### config.mk
export PLATFORM = sky130hd
export DESIGN_NAME = fifo_ms_place
export DESIGN_NICKNAME = d
export VERILOG_FILES = /design/src/rtl/fifo_ms_place_pkg.sv /design/src/rtl/fifo_ms_place_lane.sv /design/src/rtl/fifo_ms_place.sv
export SDC_FILE = /design/constraint.sdc
export NUM_CORES = 1
export LEC_CHECK = 0
export CAP_MARGIN = 40
export CORE_ASPECT_RATIO = 1.25
export CORE_MARGIN = 4
export CORE_UTILIZATION = 57
export CTS_BUF_LIST = sky130_fd_sc_hd__clkbuf_16
export DETAILED_ROUTE_END_ITERATION = 16
export PLACE_DENSITY = 0.79
export SLEW_MARGIN = 20
export SYNTH_ARGS = -nofsm -noshare
export SYNTH_HDL_FRONTEND = slang
export SYNTH_SLANG_ARGS = --single-unit
export TNS_END_PERCENT = 100
### constraint.sdc
create_clock -name ck -period 2.65 [get_ports ck]
set_input_delay 0.53 -clock ck [delete_from_list [all_inputs] [get_ports ck]]
set_output_delay 0.53 -clock ck [all_outputs]
set_load 0.005 [all_outputs]
### src/rtl/fifo_ms_place_pkg.sv
// fifo_ms_place_pkg: width helpers shared by the multi-stream place FIFO
package fifo_ms_place_pkg;
  function automatic int clog2(input int n);
    int r = 0;
    for (int i = 0; (1 << i) < n; i++) r = i + 1;
    return r;
  endfunction
  function automatic int ptr_w(input int depth);
    return clog2(depth);
  endfunction
  function automatic int cnt_w(input int depth);
    return clog2(depth) + 1;
  endfunction
  function automatic int phase_w(input int flux);
    return clog2(flux) < 1 ? 1 : clog2(flux);
  endfunction
endpackage

### src/rtl/fifo_ms_place_lane.sv
// fifo_ms_place_lane: single-flux first-word-fall-through FIFO lane
module fifo_ms_place_lane
  import fifo_ms_place_pkg::*;
#(
  parameter int WIDTH = 8,
  parameter int DEPTH = 4,
  localparam int AW = ptr_w(DEPTH),
  localparam int CW = cnt_w(DEPTH)
) (
  input  logic             ck,
  input  logic             rst,
  input  logic             wr,
  input  logic [WIDTH-1:0] datain,
  input  logic             rd,
  output logic             full,
  output logic             empty,
  output logic [WIDTH-1:0] dataout,
  output logic [CW-1:0]    count
);
  logic [WIDTH-1:0] mem [DEPTH];
  logic [AW-1:0] wptr, rptr;
  logic we, re;
  // Flags and head token come straight from pre-edge state; no write-to-read bypass
  always_comb begin
    full = count == CW'(DEPTH);
    empty = count == '0;
    we = wr && !full;
    re = rd && !empty;
    dataout = mem[rptr];
  end
  // Storage, pointers and occupancy; pointers wrap naturally at AW bits
  always_ff @(posedge ck or negedge rst) begin
    if (!rst) begin
      mem <= '{default: '0};
      wptr <= '0;
      rptr <= '0;
      count <= '0;
    end else begin
      if (we) mem[wptr] <= datain;
      if (we) wptr <= wptr + 1'b1;
      if (re) rptr <= rptr + 1'b1;
      count <= count + CW'(we) - CW'(re);
    end
  end
endmodule

### src/rtl/fifo_ms_place.sv
// fifo_ms_place: merges FLUX writer lanes into one reader in fixed round-robin order
module fifo_ms_place
  import fifo_ms_place_pkg::*;
#(
  parameter int WIDTH = 8,
  parameter int DEPTH = 4,
  parameter int FLUX = 2,
  localparam int PW = phase_w(FLUX),
  localparam int CW = cnt_w(DEPTH)
) (
  input  logic                  ck,
  input  logic                  rst,
  input  logic [FLUX-1:0]       wr,
  input  logic [WIDTH*FLUX-1:0] datain,
  output logic [FLUX-1:0]       full,
  input  logic                  rd,
  output logic                  empty,
  output logic [WIDTH-1:0]      dataout,
  output logic [PW-1:0]         phase
);
  logic [FLUX-1:0] lane_empty;
  logic [WIDTH-1:0] lane_data [FLUX];
  logic [CW-1:0] lane_count [FLUX];
  for (genvar f = 0; f < FLUX; f++) begin : g_lane
    fifo_ms_place_lane #(.WIDTH(WIDTH), .DEPTH(DEPTH)) u_lane (
      .ck(ck),
      .rst(rst),
      .wr(wr[f]),
      .datain(datain[f*WIDTH +: WIDTH]),
      .rd(rd && phase == PW'(f)),
      .full(full[f]),
      .empty(lane_empty[f]),
      .dataout(lane_data[f]),
      .count(lane_count[f])
    );
  end
  // Reader sees only the lane selected by the current phase
  always_comb begin
    empty = lane_empty[phase];
    dataout = lane_data[phase];
  end
  // Phase advances only when the current lane actually hands over a token
  always_ff @(posedge ck or negedge rst) begin
    if (!rst) phase <= '0;
    else if (rd && lane_count[phase] != '0) phase <= phase == PW'(FLUX - 1) ? '0 : phase + 1'b1;
  end
endmodule
==> impl_metrics.env, run 1 <==
export IMPL_final_setup_viol_count=0
export IMPL_area_of_the_mapped_netlist_sq_um=3750
export IMPL_clock_latency_ns=0.32
export IMPL_insertedDiodeCount=0
export IMPL_syn_instance_count=260
export IMPL_finalWirelength_mm=6.98
export IMPL_tritoncts_num_buffers=9
export IMPL_top_layer_used="met4"
export IMPL_dpl_cell_count=378
export IMPL_clock_tree_buffer_depth=2
export IMPL_routedWlPerCell_um=17.7
export IMPL_timing_max_transition_violations_final=0
export IMPL_syn_nets=295
export IMPL_fp_dieW_um=80.5
export IMPL_max_vdd_ir_drop_v=0.000630
export IMPL_grt_usage=0.198
export IMPL_cts_tree="yes"
export IMPL_critPathSlowestCell="mux4_2"
export IMPL_post_route_period_util=0.973
export IMPL_m1WireLength_mm=3.14
export IMPL_post_layout_nonfiller_instances=394
export IMPL_met2WireLength_mm=3.55
export IMPL_cp_startpoint="g_lane[0].u_lane.rptr[0]"
export IMPL_gp_congestion=0.728
export IMPL_count_of_endpoints_failing_hold_in_the_final_timing_report=0
export IMPL_synth_area_per_cell_sq_um=14.4
export IMPL_clock_power_share=0.215
export IMPL_worst_ep_arrival_time_ns=2.05
export IMPL_clock_skew_ns=0.00463
export IMPL_dr_total_vias=2189
export IMPL_clock_sinks=79
export IMPL_cp_cell_sequence="buf_12 -> mux4_2 -> nand2b_1 -> o221ai_1 -> clkdlybuf4s50_1"
export IMPL_fillCellCount=443
export IMPL_route_antenna_remaining_nets=0
export IMPL_met3WireLength_um=221
export IMPL_grt_pass1_wl_mm=12.0
export IMPL_crit_buf_inv=2
export IMPL_power_static_leakage_uw=0.00202
export IMPL_share_comb_of_total_power=0.413
export IMPL_ys_warnings_count=0
export IMPL_final_nets=339
export IMPL_worst_ep_required_time_ns=2.12
export IMPL_core_area_sq_um=6290
export IMPL_timing_final_crit_period_ns=2.58
export IMPL_cts_root_buffer="clkbuf_16"
export IMPL_grt_start_max_net_pins=42
export IMPL_clk_transition_reported_paths_ns=0.06
export IMPL_detail_route_first_pass_iterations=4
export IMPL_drv_max_cap_violation_count=0
export IMPL_timing_setup_tns_ns=0
export IMPL_worstSetupPathType="flop to primary output"
export IMPL_switching_share_of_power=0.312
export IMPL_post_dp_hpwl_mm=4.67
export IMPL_port_buffers=32
export IMPL_total_switching_power_uw=1890
export IMPL_initial_core_utilization=0.596
export IMPL_drt_first_iter_violations=125
export IMPL_worst_path_largest_cell_delay_ns=0.51
export IMPL_ioPinCount=33
export IMPL_cts_htree_levels=3
export IMPL_design_die_area_sq_um=7940
export IMPL_cp_start_kind="flop"
export IMPL_drc_errors=0
export IMPL_post_cts_setup_buffers=0
export IMPL_chipHeight_um=98.6
export IMPL_ys_seq_elements=79
export IMPL_detail_route_vias_per_cell=5.56
export IMPL_critical_path_top_delay_family="buffers and inverters"
export IMPL_power_frac_seq=0.372
export IMPL_yosys_cell_types_count=25
export IMPL_grt_antenna_before_repair=0
export IMPL_share_of_cells_above_drive_strength_1=0.346
export IMPL_worstMarginPinSlew_ns=0.567
export IMPL_hold_path_class="primary input to asynchronous set/reset pin"
export IMPL_synth_seq_area_share=0.528
export IMPL_synthToLayoutAreaGrowth_pct=21.3
export IMPL_fmaxAchievable_mhz=388
export IMPL_status="finished clean"
export IMPL_timing_slew_headroom=0.622
export IMPL_post_route_util=0.723
export IMPL_pwr_density_cell_nw_per_um2=1330
export IMPL_placement_rows=32
export IMPL_unrepaired_setup_endpoints_after_global_routing="false"
export IMPL_total_internal_power_uw=4170
export IMPL_worst_r2r_startpoint="g_lane[1].u_lane.count[1]"
export IMPL_timing_critical_path_fanout_max=10
export IMPL_cp_end_kind="primary output"
export IMPL_via_count_of_the_first_global_routing_pass=2378
export IMPL_globalRouteOverflowTotal=0
state kept, by name, indices dropped and copies added, names as in the netlist:
register / cells
g_lane.u_lane.count: 6
g_lane.u_lane.mem: 64
g_lane.u_lane.rptr: 4
g_lane.u_lane.wptr: 4
phase: 1
worst paths after layout:
kind / endpoint / slack (ns) / depth (start not counted)
worst max-delay path: dataout[1] / 0.07 / 5
worst min-delay path: g_lane[1].u_lane.wptr[0] / 0.17 / 1
worst max register to register: g_lane[1].u_lane.count[2] / 0.43 / 10
worst min register to register: g_lane[1].u_lane.mem[17] / 0.49 / 1
max in group asynchronous: g_lane[0].u_lane.rptr[1] / 1.81 / 2
min in group ck: g_lane[1].u_lane.mem[17] / 0.49 / 1
cell usage in the layout, fill, tap and decap left out, types with 3 or more instances in the layout:
| master | Yosys | routed |
|---|---|---|
| o221ai_1 | 8 | 8 |
| nor2_2 | 8 | 8 |
| xor2_1 | 3 | 3 |
| buf_4 | 2 | 9 |
| mux2i_1 | 16 | 16 |
| clkbuf_16 | 0 | 9 |
| mux2_2 | 63 | 63 |
| ha_1 | 12 | 12 |
| xnor2_1 | 7 | 7 |
| inv_1 | 13 | 13 |
| clkdlybuf4s50_1 | 0 | 26 |
| nand2_1 | 10 | 10 |
| mux2_1 | 4 | 4 |
| nand2b_1 | 9 | 9 |
| mux4_2 | 8 | 8 |
| dfrtp_1 | 79 | 78 |
| dlymetal6s2s_1 | 0 | 5 |
kinds of logic after synthesis:
kind of cell               count (synthesis)  share of synthesized area
AOI/OAI and AO/OA                          9                     0.0207
xor gates and xnor gates                  10                     0.0234
adders and majority gates                 14                     0.0508
buffers and inverters                     21                     0.0240
DFF                                       79                      0.528
muxes                                     91                      0.292
and+or+nand+nor                           36                     0.0611
what timing repair did:
item | CTS | global route
hold endpoints to repair | 0 | 0
hold buffers | 0 | 0
resized for setup | 0 | 6
setup endpoints to repair | 0 | 6
cells in the mapped netlist, drive strengths merged:
| library cell | n | area (sq um) |
|---|---|---|
| a21o | 1 | 7.51 |
| buf | 6 | 33.8 |
| clkbuf | 2 | 7.51 |
| dfrtp | 79 | 1980 |
| fa | 2 | 40.0 |
| ha | 12 | 150 |
| inv | 13 | 48.8 |
| mux2 | 67 | 754 |
| mux2i | 16 | 160 |
| mux4 | 8 | 180 |
| nand2 | 10 | 37.5 |
| nand2b | 9 | 56.3 |
| nand3b | 1 | 7.51 |
| nor2 | 8 | 50.1 |
| nor2b | 2 | 12.5 |
| nor3 | 2 | 10.0 |
| nor3b | 3 | 45.1 |
| nor4bb | 1 | 10.0 |
| o221ai | 8 | 70.1 |
| xnor2 | 7 | 61.3 |
| xor2 | 3 | 26.3 |
area by class of cell:
| type | instances | area, sq um | area share |
|---|---|---|---|
| Multi-Input combinational cell | 160 | 1680 | 0.369 |
| Clock buffer | 9 | 225 | 0.0496 |
| Sequential cell | 79 | 1980 | 0.435 |
| Timing Repair Buffer | 41 | 410 | 0.0903 |
| Inverter | 13 | 48.8 | 0.0107 |
| Tap cell | 85 | 106 | 0.0234 |
| Clock inverter | 7 | 96.3 | 0.0212 |
power by group through the flow:
stage	logic, uW	registers (uW)	clock network [uW]
after global routing	2770	2350	1380
after global placement	2470	2220	0
after CTS	2580	2260	1320
after floorplan	1810	2120	0
final	2500	2260	1300
after detailed placement	2550	2260	0
routing by layer:
| metal | vias up | track usage |
|---|---|---|
| li1 | 1018 | - |
| met1 | 1134 | 0.271 |
| met2 | 31 | 0.318 |
| met3 | 6 | 0.0494 |
| met4 | 0 | 0.0468 |
| met5 | - | 0 |
stage by stage:
step | power [uW] | setup WS, ns | hold WS (ns) | instance area [sq um]
CTS | 6170 | 0.0100 | 0.190 | 4530
detailed placement | 4810 | 0.0955 | 0.476 | 4210
finish | 6070 | 0.0712 | 0.173 | 4540
global route | 6490 | 0.00760 | 0.209 | 4540
global placement | 4700 | 0.115 | 0.462 | 4210
floorplan | 3940 | 0.515 | 0.234 | 3750
Power figures use the tool's default switching activity.
==> run 2: changes to the inputs <==
CTS_BUF_LIST = not set   (was sky130_fd_sc_hd__clkbuf_16)
==> run 2 against run 1 <==
Total power down 5.8%. Routed wire length down 4.2%. Critical path depth unchanged. Cell count unchanged. Non-clock buffer count unchanged. Clock power down 22%. Via count about the same. Setup slack better by 0.15 ns. Sequential share of layout area up 0.84 points. Largest cell class unchanged.
==> impl_metrics.env, run 2 (synthesis gave the netlist of run 1 again) <==
export IMPL_grt_start_max_net_pins=42
export IMPL_detail_route_vias_per_cell=5.55
export IMPL_tritoncts_num_buffers=9
export IMPL_top_regs="g_lane.u_lane.mem (64), g_lane.u_lane.count (6)"
export IMPL_globalRouteOverflowTotal=0
export IMPL_grt_usage=0.191
export IMPL_finalWirelength_mm=6.68
export IMPL_placement_rows=32
export IMPL_top_layer_used="met4"
export IMPL_clk_transition_reported_paths_ns=0.08
export IMPL_dr_total_vias=2188
export IMPL_clock_skew_ns=0.00912
export IMPL_worstSetupPathType="flop to primary output"
export IMPL_core_area_sq_um=6290
export IMPL_worst_ep_arrival_time_ns=1.90
export IMPL_fmaxAchievable_mhz=411
export IMPL_power_static_leakage_uw=0.00201
export IMPL_grt_pass1_wl_mm=11.5
export IMPL_max_vdd_ir_drop_v=0.000602
export IMPL_clock_sinks=79
export IMPL_ioPinCount=33
export IMPL_timing_max_transition_violations_final=0
export IMPL_via_count_of_the_first_global_routing_pass=2343
export IMPL_worst_ep_required_time_ns=2.12
export IMPL_timing_setup_tns_ns=0
export IMPL_cts_hold_fix_buffers=0
export IMPL_largest_reg_flops=64
export IMPL_pwr_density_cell_nw_per_um2=1280
export IMPL_timing_critical_path_fanout_max=10
export IMPL_cp_startpoint="g_lane[0].u_lane.rptr[0]"
export IMPL_crit_end="dataout[6]"
export IMPL_largest_register="g_lane.u_lane.mem"
export IMPL_gp_congestion=0.728
export IMPL_critPathSlowestCell="mux4_2"
export IMPL_final_common_cell="dfrtp_1"
export IMPL_clock_tree_buffer_depth=2
export IMPL_route_antenna_remaining_nets=0
export IMPL_timing_slew_headroom=0.646
export IMPL_port_buffers=32
export IMPL_cts_tree="yes"
export IMPL_post_dp_hpwl_mm=4.67
export IMPL_drv_max_cap_violation_count=0
export IMPL_clock_latency_ns=0.35
export IMPL_met3WireLength_um=153
export IMPL_unrepaired_setup_endpoints_after_global_routing="false"
export IMPL_routedWlPerCell_um=17.0
export IMPL_grt_antenna_before_repair=0
export IMPL_post_cts_setup_buffers=0
export IMPL_timing_final_crit_period_ns=2.43
export IMPL_crit_reg2reg_capture="g_lane[1].u_lane.count[2]"
export IMPL_share_of_cells_above_drive_strength_1=0.346
export IMPL_count_of_endpoints_failing_hold_in_the_final_timing_report=0
export IMPL_final_setup_viol_count=0
export IMPL_final_nets=339
export IMPL_cp_cell_sequence="buf_12 -> mux4_2 -> nand2b_1 -> o221ai_1 -> dlygate4sd2_1"
export IMPL_cp_start_kind="flop"
export IMPL_fin_hold_ws_ns=0.147
export IMPL_initial_core_utilization=0.596
export IMPL_cp_end_kind="primary output"
export IMPL_chipHeight_um=98.6
export IMPL_reg2reg_setup_slack_ns=0.43
export IMPL_worst_r2r_startpoint="g_lane[1].u_lane.count[1]"
export IMPL_cts_root_buffer="clkbuf_8"
export IMPL_post_route_period_util=0.918
export IMPL_worstMarginPinSlew_ns=0.531
export IMPL_insertedDiodeCount=0
export IMPL_drc_errors=0
export IMPL_commonest_cells_after_routing_fill_and_taps_aside="dfrtp_1, mux2_2, clkdlybuf4s50_1"
export IMPL_cts_htree_levels=3
export IMPL_m1WireLength_mm=3.05
export IMPL_detail_route_first_pass_iterations=4
export IMPL_design_die_area_sq_um=7940
export IMPL_met2WireLength_mm=3.35
export IMPL_status="finished clean"
export IMPL_worst_path_largest_cell_delay_ns=0.50
export IMPL_worst_reg_to_reg_path_cell_count=10
export IMPL_synthToLayoutAreaGrowth_pct=18.9
export IMPL_fp_dieW_um=80.5
export IMPL_hold_path_class="primary input to asynchronous set/reset pin"
export IMPL_drt_first_iter_violations=91
==> run 2: changes by cell type in the layout (fill, tap and decap cells not counted), sizes merged <==
cell and change:
clkinv -1, dlygate4sd2 +1, dlymetal6s2s +2, clkbuf +1, clkdlybuf4s50 -3
==> run 2: how the worst min path moves through the flow <==
stage	endpoint	slack (ns)	depth (start not counted)
5_1_grt	g_lane[1].u_lane.wptr[0]	0.18	1
6_report	g_lane[1].u_lane.wptr[0]	0.15	1
3_5_place_dp	g_lane[0].u_lane.mem[5]	0.48	1
2_1_floorplan	g_lane[0].u_lane.count[0]	0.23	0
3_3_place_gp	g_lane[1].u_lane.rptr[1]	0.46	1
4_1_cts	g_lane[0].u_lane.mem[23]	0.16	1
==> run 2: worst max-delay path: cells and delay by family, from the launching register on <==
| family | cells | cell delay (ns) |
|---|---|---|
| AO/OA/AOI/OAI | 1 | 0.14 |
| buffers and inverters | 2 | 0.45 |
| flip-flops | 1 | 0.37 |
| multiplexers | 1 | 0.50 |
| AND/OR/NAND/NOR | 1 | 0.09 |
==> run 2: report_power, final <==
part / internal [uW] / leakage [uW] / switching (uW) / total (uW)
logic: 1480 / 0.000964 / 985 / 2470
clock network: 561 / 0.000109 / 446 / 1010
registers: 1840 / 0.000934 / 401 / 2240
==> run 2: repair_timing <==
item | CTS | global route
setup endpoints to repair | 1 | 7
cloned | 0 | 0
gates resized for setup | 1 | 7
==> run 2: layout make-up <==
cell class | count | area, sq um
fillers | 452 | 1830
well taps | 85 | 106
flip-flops and latches | 79 | 1980
inverters | 13 | 48.8
repair buffers | 41 | 414
clock inverters | 6 | 92.6
multi-input cells | 160 | 1680
clock buffers | 10 | 138
==> run 2: routing by layer <==
layer,GRT usage,vias to the layer above
li1,-,1014
met1,0.258,1135
met2,0.304,28
met3,0.0338,11
met4,0.0780,0
met5,0,-
==> run 2: per-stage QoR <==
step           std cells  area (sq um)  setup WS (ns)  utilization  power [uW]
6_report             394          4460          0.217        0.709        5710
5_1_grt              394          4460          0.119        0.709        6140
3_3_place_gp         378          4210          0.115        0.670        4700
3_5_place_dp         378          4210         0.0955        0.670        4810
4_1_cts              394          4440        0.00555        0.706        5820
2_1_floorplan        260          3750          0.515            -        3940
